## config.mk

```make
export PLATFORM = sky130hd
export DESIGN_NAME = status_branch_unit
export DESIGN_NICKNAME = d
export VERILOG_FILES = /design/src/rtl/status_branch_unit_pkg.sv /design/src/rtl/status_branch_unit_cond_eval.sv /design/src/rtl/status_branch_unit.sv
export SDC_FILE = /design/constraint.sdc
export NUM_CORES = 1
export LEC_CHECK = 0
export BUFFER_PORTS_ARGS = -buffer_cell sky130_fd_sc_hd__buf_4
export CORE_MARGIN = 10
export CORE_UTILIZATION = 45
export DETAILED_ROUTE_END_ITERATION = 8
export GPL_ROUTABILITY_DRIVEN = 0
export PLACE_DENSITY = 0.68
export SLEW_MARGIN = 20
export SYNTH_ARGS = -nofsm -noshare
export SYNTH_HDL_FRONTEND = slang
export SYNTH_SLANG_ARGS = --single-unit
```

## constraint.sdc

```tcl
create_clock -name clk -period 5.41 [get_ports clk]
set_clock_uncertainty 0.1 [all_clocks]
set_input_delay 1.082 -clock clk [delete_from_list [all_inputs] [get_ports clk]]
set_output_delay 1.082 -clock clk [all_outputs]
set_load 0.02 [all_outputs]
```

## src/rtl/status_branch_unit_pkg.sv

```systemverilog
// Shared definitions for the status/branch unit: condition codes, flag
// bit positions within the {Z,V,N} triple, and the handshake FSM encoding.
package status_branch_unit_pkg;

    // Branch condition codes; 101..111 are reserved
    localparam logic [2:0] COND_B   = 3'b000;
    localparam logic [2:0] COND_BEQ = 3'b001;
    localparam logic [2:0] COND_BNE = 3'b010;
    localparam logic [2:0] COND_BLT = 3'b011;
    localparam logic [2:0] COND_BLE = 3'b100;

    // Bit positions inside the status triple {Z,V,N}
    localparam int unsigned FLG_Z = 2;
    localparam int unsigned FLG_V = 1;
    localparam int unsigned FLG_N = 0;

    // Request FSM; the unused code 2'b11 falls back to IDLE
    typedef enum logic [1:0] {
        ST_IDLE = 2'b00,
        ST_EVAL = 2'b01,
        ST_RESP = 2'b10
    } sbu_state_t;

endpackage

```

## src/rtl/status_branch_unit_cond_eval.sv

```systemverilog
// Combinational branch-condition evaluator: maps a condition code and the
// {Z,V,N} flags to taken/not-taken, flagging reserved codes.
module branch_cond_eval
    import status_branch_unit_pkg::*;
(
    input  logic [2:0] cond,
    input  logic [2:0] flags,
    output logic       taken,
    output logic       err
);

    logic z;
    logic v;
    logic n;

    assign z = flags[FLG_Z];
    assign v = flags[FLG_V];
    assign n = flags[FLG_N];

    // Decode condition; reserved codes never branch and raise err
    always_comb begin
        taken = 1'b0;
        err   = 1'b0;
        case (cond)
            COND_B:   taken = 1'b1;
            COND_BEQ: taken = z;
            COND_BNE: taken = ~z;
            COND_BLT: taken = n ^ v;
            COND_BLE: taken = (n ^ v) | z;
            default:  err   = 1'b1;
        endcase
    end

endmodule

```

## src/rtl/status_branch_unit.sv

```systemverilog
// Status register plus branch resolution unit. Captures ALU flags, accepts
// branch requests over a req/ack handshake and returns taken/err/next-PC
// two cycles after acceptance.
module status_branch_unit
    import status_branch_unit_pkg::*;
#(
    parameter int PC_W  = 9,
    parameter int IMM_W = 8
) (
    input  logic             clk,
    input  logic             reset_n,
    input  logic [2:0]       alu_z,
    input  logic             loads,
    input  logic             br_req,
    input  logic [2:0]       br_cond,
    input  logic [IMM_W-1:0] br_imm,
    input  logic [PC_W-1:0]  pc,
    output logic             busy,
    output logic             br_ack,
    output logic             br_taken,
    output logic             br_err,
    output logic [PC_W-1:0]  pc_next,
    output logic [2:0]       status
);

    sbu_state_t       state;
    sbu_state_t       state_nxt;
    logic             accept;

    logic [2:0]       cond_lat;
    logic [IMM_W-1:0] imm_lat;
    logic [PC_W-1:0]  pc_lat;

    logic             eval_taken;
    logic             eval_err;
    logic [PC_W-1:0]  imm_ext;
    logic [PC_W-1:0]  pc_seq;
    logic [PC_W-1:0]  pc_tgt;

    // Flag register: independent of the FSM, updated whenever loads is high
    always_ff @(posedge clk or negedge reset_n) begin
        if (!reset_n) begin
            status <= '0;
        end else if (loads) begin
            status <= alu_z;
        end
    end

    // FSM state register
    always_ff @(posedge clk or negedge reset_n) begin
        if (!reset_n) begin
            state <= ST_IDLE;
        end else begin
            state <= state_nxt;
        end
    end

    // Next-state and handshake outputs; requests while busy are ignored
    always_comb begin
        state_nxt = ST_IDLE;
        accept    = 1'b0;
        busy      = 1'b0;
        br_ack    = 1'b0;
        case (state)
            ST_IDLE: begin
                if (br_req) begin
                    accept    = 1'b1;
                    state_nxt = ST_EVAL;
                end
            end
            ST_EVAL: begin
                busy      = 1'b1;
                state_nxt = ST_RESP;
            end
            ST_RESP: begin
                busy      = 1'b1;
                br_ack    = 1'b1;
                state_nxt = ST_IDLE;
            end
            default: state_nxt = ST_IDLE;
        endcase
    end

    // Request operands are sampled only on the accepting edge
    always_ff @(posedge clk or negedge reset_n) begin
        if (!reset_n) begin
            cond_lat <= '0;
            imm_lat  <= '0;
            pc_lat   <= '0;
        end else if (accept) begin
            cond_lat <= br_cond;
            imm_lat  <= br_imm;
            pc_lat   <= pc;
        end
    end

    // Evaluation reads the status register during EVAL, so a load on the
    // accepting edge is seen while a load during EVAL lands too late
    branch_cond_eval u_cond_eval (
        .cond  (cond_lat),
        .flags (status),
        .taken (eval_taken),
        .err   (eval_err)
    );

    if (IMM_W < PC_W) begin : g_imm_sext
        assign imm_ext = {{(PC_W-IMM_W){imm_lat[IMM_W-1]}}, imm_lat};
    end else begin : g_imm_trunc
        assign imm_ext = imm_lat[PC_W-1:0];
    end

    assign pc_seq = pc_lat + PC_W'(1);
    assign pc_tgt = pc_seq + imm_ext;

    // Result registers: written at the end of EVAL, held until the next one
    always_ff @(posedge clk or negedge reset_n) begin
        if (!reset_n) begin
            br_taken <= 1'b0;
            br_err   <= 1'b0;
            pc_next  <= '0;
        end else if (state == ST_EVAL) begin
            br_taken <= eval_taken;
            br_err   <= eval_err;
            pc_next  <= eval_taken ? pc_tgt : pc_seq;
        end
    end

endmodule

```

---- Word-level counts from Yosys, hierarchy flattened ----
Index checks and enable logic that the tools add are counted.
word-level totals
  register bits after elaboration ......... 36
  output and inout port bits .............. 16
  word-level logic and storage cells ...... 32
cells by class
  add/sub/neg operators ................... 2
  equal/unequal tests ..................... 6
  mux-type cells .......................... 9
  bitwise logic cells ..................... 3
  reduce and logical (&&, ||, !) cells .... 4
operators by type and width
  kind                                            number
  adder 9 x 1 -> 9 bit (second input constant)    1
  adder 9 bit                                     1
  two-way mux 9 bit                               1
  == test 3 x 2 -> 1 bit (second input constant)  2
  two-way mux 1 bit                               6
  one-hot mux 1 bit (5 select lines)              1
  OR reduction 5 bit                              1
  one-hot mux 2 bit (2 select lines)              1
  == test 3 x 1 -> 1 bit (second input constant)  1
  == test 3 bit (second input constant)           1
  zero test 3 bit                                 1
  == test 2 x 1 -> 1 bit (second input constant)  1
  == test 2 bit (second input constant)           1
  zero test 2 bit                                 1
  OR reduction 2 bit                              1
  NOT 1 bit                                       1
  bitwise OR 1 bit                                1
  XOR 1 bit                                       1

---- Longest topological paths before layout ----
  word-level depth ........................ 4
  mapped depth ............................ 9

---- By module ----
From an unflattened synthesis, not the netlist that was laid out.
second synthesis, totals
  cells, all modules ...................... 184
  area total of the unflattened synthesis .. 1933.1 µm²
modules (own cells, without submodules)
  module              instances  cells an instance  area an instance (µm²)
  status_branch_unit  1          175                1881.8
  branch_cond_eval    1          9                  51.3

---- Worst setup path after synthesis ----
Ideal clock, no wire load.
  kind .................................... reg-to-reg
  from .................................... register pc_lat[0]
  to ...................................... register pc_next[8]
  library setup time ...................... 104 ps
  arrival ................................. 2281 ps
  data required time ...................... 5206 ps
  slack ................................... 2925 ps
  stages on the path, launching flop included .. 9
  buffers on the path ..................... 0
  period minus slack after synthesis ...... 2485 ps
  path through ............................ dfrtp_1 -> ha_1 -> xor2_1 -> ha_1 -> nor2b_1 -> o31a_1 -> or4_1 -> a41o_1 -> o311ai_1
on the way
  cells in the longest elaborated chain, start to end .. 3
ends and longest elaborated chain
  item                      RTL line                   RTL
  start: declaration        status_branch_unit.sv:32   logic [PC_W-1:0] pc_lat;
  start signal: assignment  status_branch_unit.sv:93   pc_lat <= pc;
  adder 9 x 1 -> 9 bit *    status_branch_unit.sv:112  assign pc_seq = pc_lat + PC_W'(1);
  adder 9 bit               status_branch_unit.sv:113  assign pc_tgt = pc_seq + imm_ext;
  two-way mux 9 bit *       status_branch_unit.sv:124  pc_next <= eval_taken ? pc_tgt : pc_seq;
  end signal: assignment    status_branch_unit.sv:124
  end: declaration          status_branch_unit.sv:22   output logic [PC_W-1:0] pc_next,
Mark *: on every way between the ends. The rest lies on a longest branch, timed or not.
A chain may end at the register's enable or synchronous reset.

---- Worst setup path in the final report ----
Ends and elaborated chain as after synthesis.

==> out/summary.txt <==
Result of the run: finished clean
Worst-case headroom to the max-slew limit: 45.42%
Critical path launch point: pc_lat[0]$_DFFE_PN0P_
Initial core utilization: 46.35%
Worst-margin pin slew: 816.7 ps
Syn Area/Cell: 10.85 µm²
Sequential cell area: 900.9 µm²
Resized cells post-CTS: 0
Post-synthesis sequential area ratio: 44.64%
Via count: 1,522
Final wirelength: 4382 µm
Top cell type by total area after synthesis: dfrtp_1
Buffer levels on the longest clock path: 2
Post-route worst hold slack: 418.1 ps
Critical path required time: 5500 ps
LEAKAGE: 1.141 nW
RSZ-0062 raised after global routing: no
Async SR Flop Fraction: 100.0%
Final setup violation count: 0
Pwr Density: 483.6 nW/µm²
Comb pwr share: 49.0%
Largest driver fanout on the critical path: 4
Slack of the worst reg-to-reg path: 2750 ps
Internal power summed over all cells: 0.7229 mW
Area occupied by multi-input gates: 1054 µm²
Port Buf Inserts: 42
CTS H-tree lvls: 2
Number of placement rows: 24
Iteration-0 DRC Markers: 38
Power after layout: 1.193 mW
Min cycle time layout: 2659 ps
Max-Cap Viols: 0
Proportion of netlist area held by the largest area contributor: 44.64%
Most common library cells after synthesis: 36 x dfrtp_1, 21 x mux2_2, 16 x nand2_1
Clk sinks: 36
Die Y-Extent: 86.97 µm
Antenna-violating nets left: 0
Critical Path End Type: flip-flop
Number of design rule violations left after detail routing: 0
Number of distinct library cells after synthesis: 42
Area of the die: 7564 µm²
Total global routing track utilization: 12.30%
Clock transition at the registers of the reported paths: 70 ps
Yosys warning count: 0
Maximum vdd drop: 0.1972 mV
Master cell of the clock root buffer: clkbuf_8
CP startpoint kind: flip-flop
Number of flops mapped to enable cells by yosys: 0
Depth of the worst register-to-register path: 8
Pin count of the biggest net entering global routing: 37
Adder-cell area share of the yosys netlist: 9.051%
Number of clock buffers inserted by TritonCTS: 5
Hold-fix buffer count after cts: 0
TritonRoute pass-1 iters: 4
Number of instances on the worst hold path: 2
Clk Latency, worst-skew pair: 280 ps
Xor and xnor area share after synthesis: 3.906%
Inserted Diodes: 0
Endpoints failing hold: 0
Reg2Reg Launch Point: pc_lat[0]$_DFFE_PN0P_
Cell area after synthesis: 2018 µm²
Area growth, synth to finish: 22.19%
Layout cells sized above 1: 30.60%
Setup TNS Final: 0 ps
Complex-gate fraction of the synthesized area: 15.25%
Width of the die: 86.97 µm
Mapped Nets: 227
Share of total power in sequential cells: 34.8%
Destination of the worst register-to-register timing path: pc_next[8]$_DFFE_PN0P_
Clock tree from TritonCTS: built
Total setup buffers inserted after CTS: 0
Most frequent cell after synthesis: dfrtp_1
Number of nets in the layout: 272
Total I/O pin count: 43
Cells after synthesis: 186
Number of antenna violations at the first check in global routing: 0
Hpwl dp: 3375 µm
Share of total power in the clock network: 16.2%
Top post-synthesis cells by area: dfrtp_1 45%, mux2_2 12%, ha_1 8.1%
Fmax: 0.3761 GHz
Arrival time at the worst endpoint: 2750 ps
Vias per cell: 5.359
Standard cell core area: 4354 µm²
End of the worst hold path: pc_next[8]$_DFFE_PN0P_
Largest family of logic cells by synthesized area: compound AO/OA/AOI/OAI gates
Filler instances: 394
Switching part of the total power: 39.38%
Vias in the first global route: 1,561
Post-route fraction of the period consumed by the critical path: 49.15%
Worst min-delay path class: reg -> reg
Basic-gate share of the synthesized area counting and, or, nand and nor cells: 11.78%
Hold path startpoint: pc_next[8]$_DFFE_PN0P_
Switching component of the power: 0.4696 mW
Multiplexer share of the synthesized area: 12.21%
Total congestion overflow after global routing: 0
Slew Viols, Final: 0
Main flop type after synthesis: dfrtp_1
Drt wl/cell: 15.43 µm
Global-route wire length before repair: 7493 µm
Yosys reg bits: 36
Critical setup path kind: reg -> reg
## metrics by stage
stage / setup slack (ps) / std cells / util [%] / instance area, µm²
finish: 2751 / 284 / 56.64 / 2466
global route: 2602 / 284 / 56.64 / 2466
CTS: 2771 / 284 / 56.64 / 2466
detailed placement: 2790 / 276 / 54.57 / 2376
global placement: 2852 / 276 / 54.57 / 2376
floorplan: 2925 / 186 / - / 2018
## power groups by stage
stage	sequential, mW	combinational (mW)	clock (mW)
2_1_floorplan	0.457	0.374	0
3_3_place_gp	0.417	0.580	0
3_5_place_dp	0.420	0.588	0
4_1_cts	0.416	0.590	0.200
5_1_grt	0.427	0.652	0.214
6_report	0.416	0.584	0.193
## worst max-delay path, cell delays in order, from the launching register on
cell and delay [ps]:
dfrtp_1 410, ha_1 240, xor2_1 230, ha_1 320, nor2b_1 170, o31a_1 280, or4_1 540, a41o_1 230
o311ai_1 60
## cell usage in the layout, fill, tap and decap left out, drive strengths merged, types with 2 or more instances in the layout
master   n
or3      2
a21o     3
nor2    10
inv     11
o211ai   2
nand3    7
o21a     2
o21ai    9
o31ai    2
nor2b    4
dfrtp   36
buf     42
nand3b   2
clkbuf   8
mux2    21
a31oi    5
a21oi    4
nand2   16
o31a     2
xor2     5
nor3     3
xnor2    4
ha      13
## metal layers
| layer | track usage, % | routed length, µm | part of all wire, % | vias up |
|---|---|---|---|---|
| met5 | 0 | 0 | 0 | - |
| met3 | 3.933 | 221 | 5.0 | 7 |
| li1 | - | - | - | 767 |
| met1 | 14.82 | 1960 | 45 | 718 |
| met4 | 4.713 | 56 | 1.3 | 0 |
| met2 | 19.85 | 2145 | 49 | 30 |
## area by class of cell
| type | instances | area share, % |
|---|---|---|
| Tap cell | 52 | 2.638 |
| Clock buffer | 8 | 3.653 |
| Timing Repair Buffer | 42 | 12.79 |
| Sequential cell | 36 | 36.53 |
| Inverter | 11 | 1.674 |
| Multi-Input combinational cell | 135 | 42.72 |
## state kept, by name, indices dropped and copies added (netlist names)
name / flops
status: 3
state: 2
pc_next: 9
cond_lat: 3
imm_lat: 8
br_err: 1
br_taken: 1
pc_lat: 9
## logic make-up after synthesis
logic type | after synthesis
AOI/OAI and AO/OA | 41
muxes | 22
and+or+nand+nor | 49
xor gates and xnor gates | 9
DFF | 36
buffers and inverters | 15
adders and majority gates | 14
## how the worst max path moves through the flow
stage | slack, ps | cells after the start | end
3_3_place_gp | 2850 | 8 | pc_next[8]$_DFFE_PN0P_
3_5_place_dp | 2790 | 8 | pc_next[8]$_DFFE_PN0P_
6_report | 2750 | 8 | pc_next[8]$_DFFE_PN0P_
5_1_grt | 2600 | 8 | pc_next[7]$_DFFE_PN0P_
2_1_floorplan | 2920 | 8 | pc_next[8]$_DFFE_PN0P_
4_1_cts | 2770 | 8 | pc_next[8]$_DFFE_PN0P_
Power figures use the tool's default switching activity.
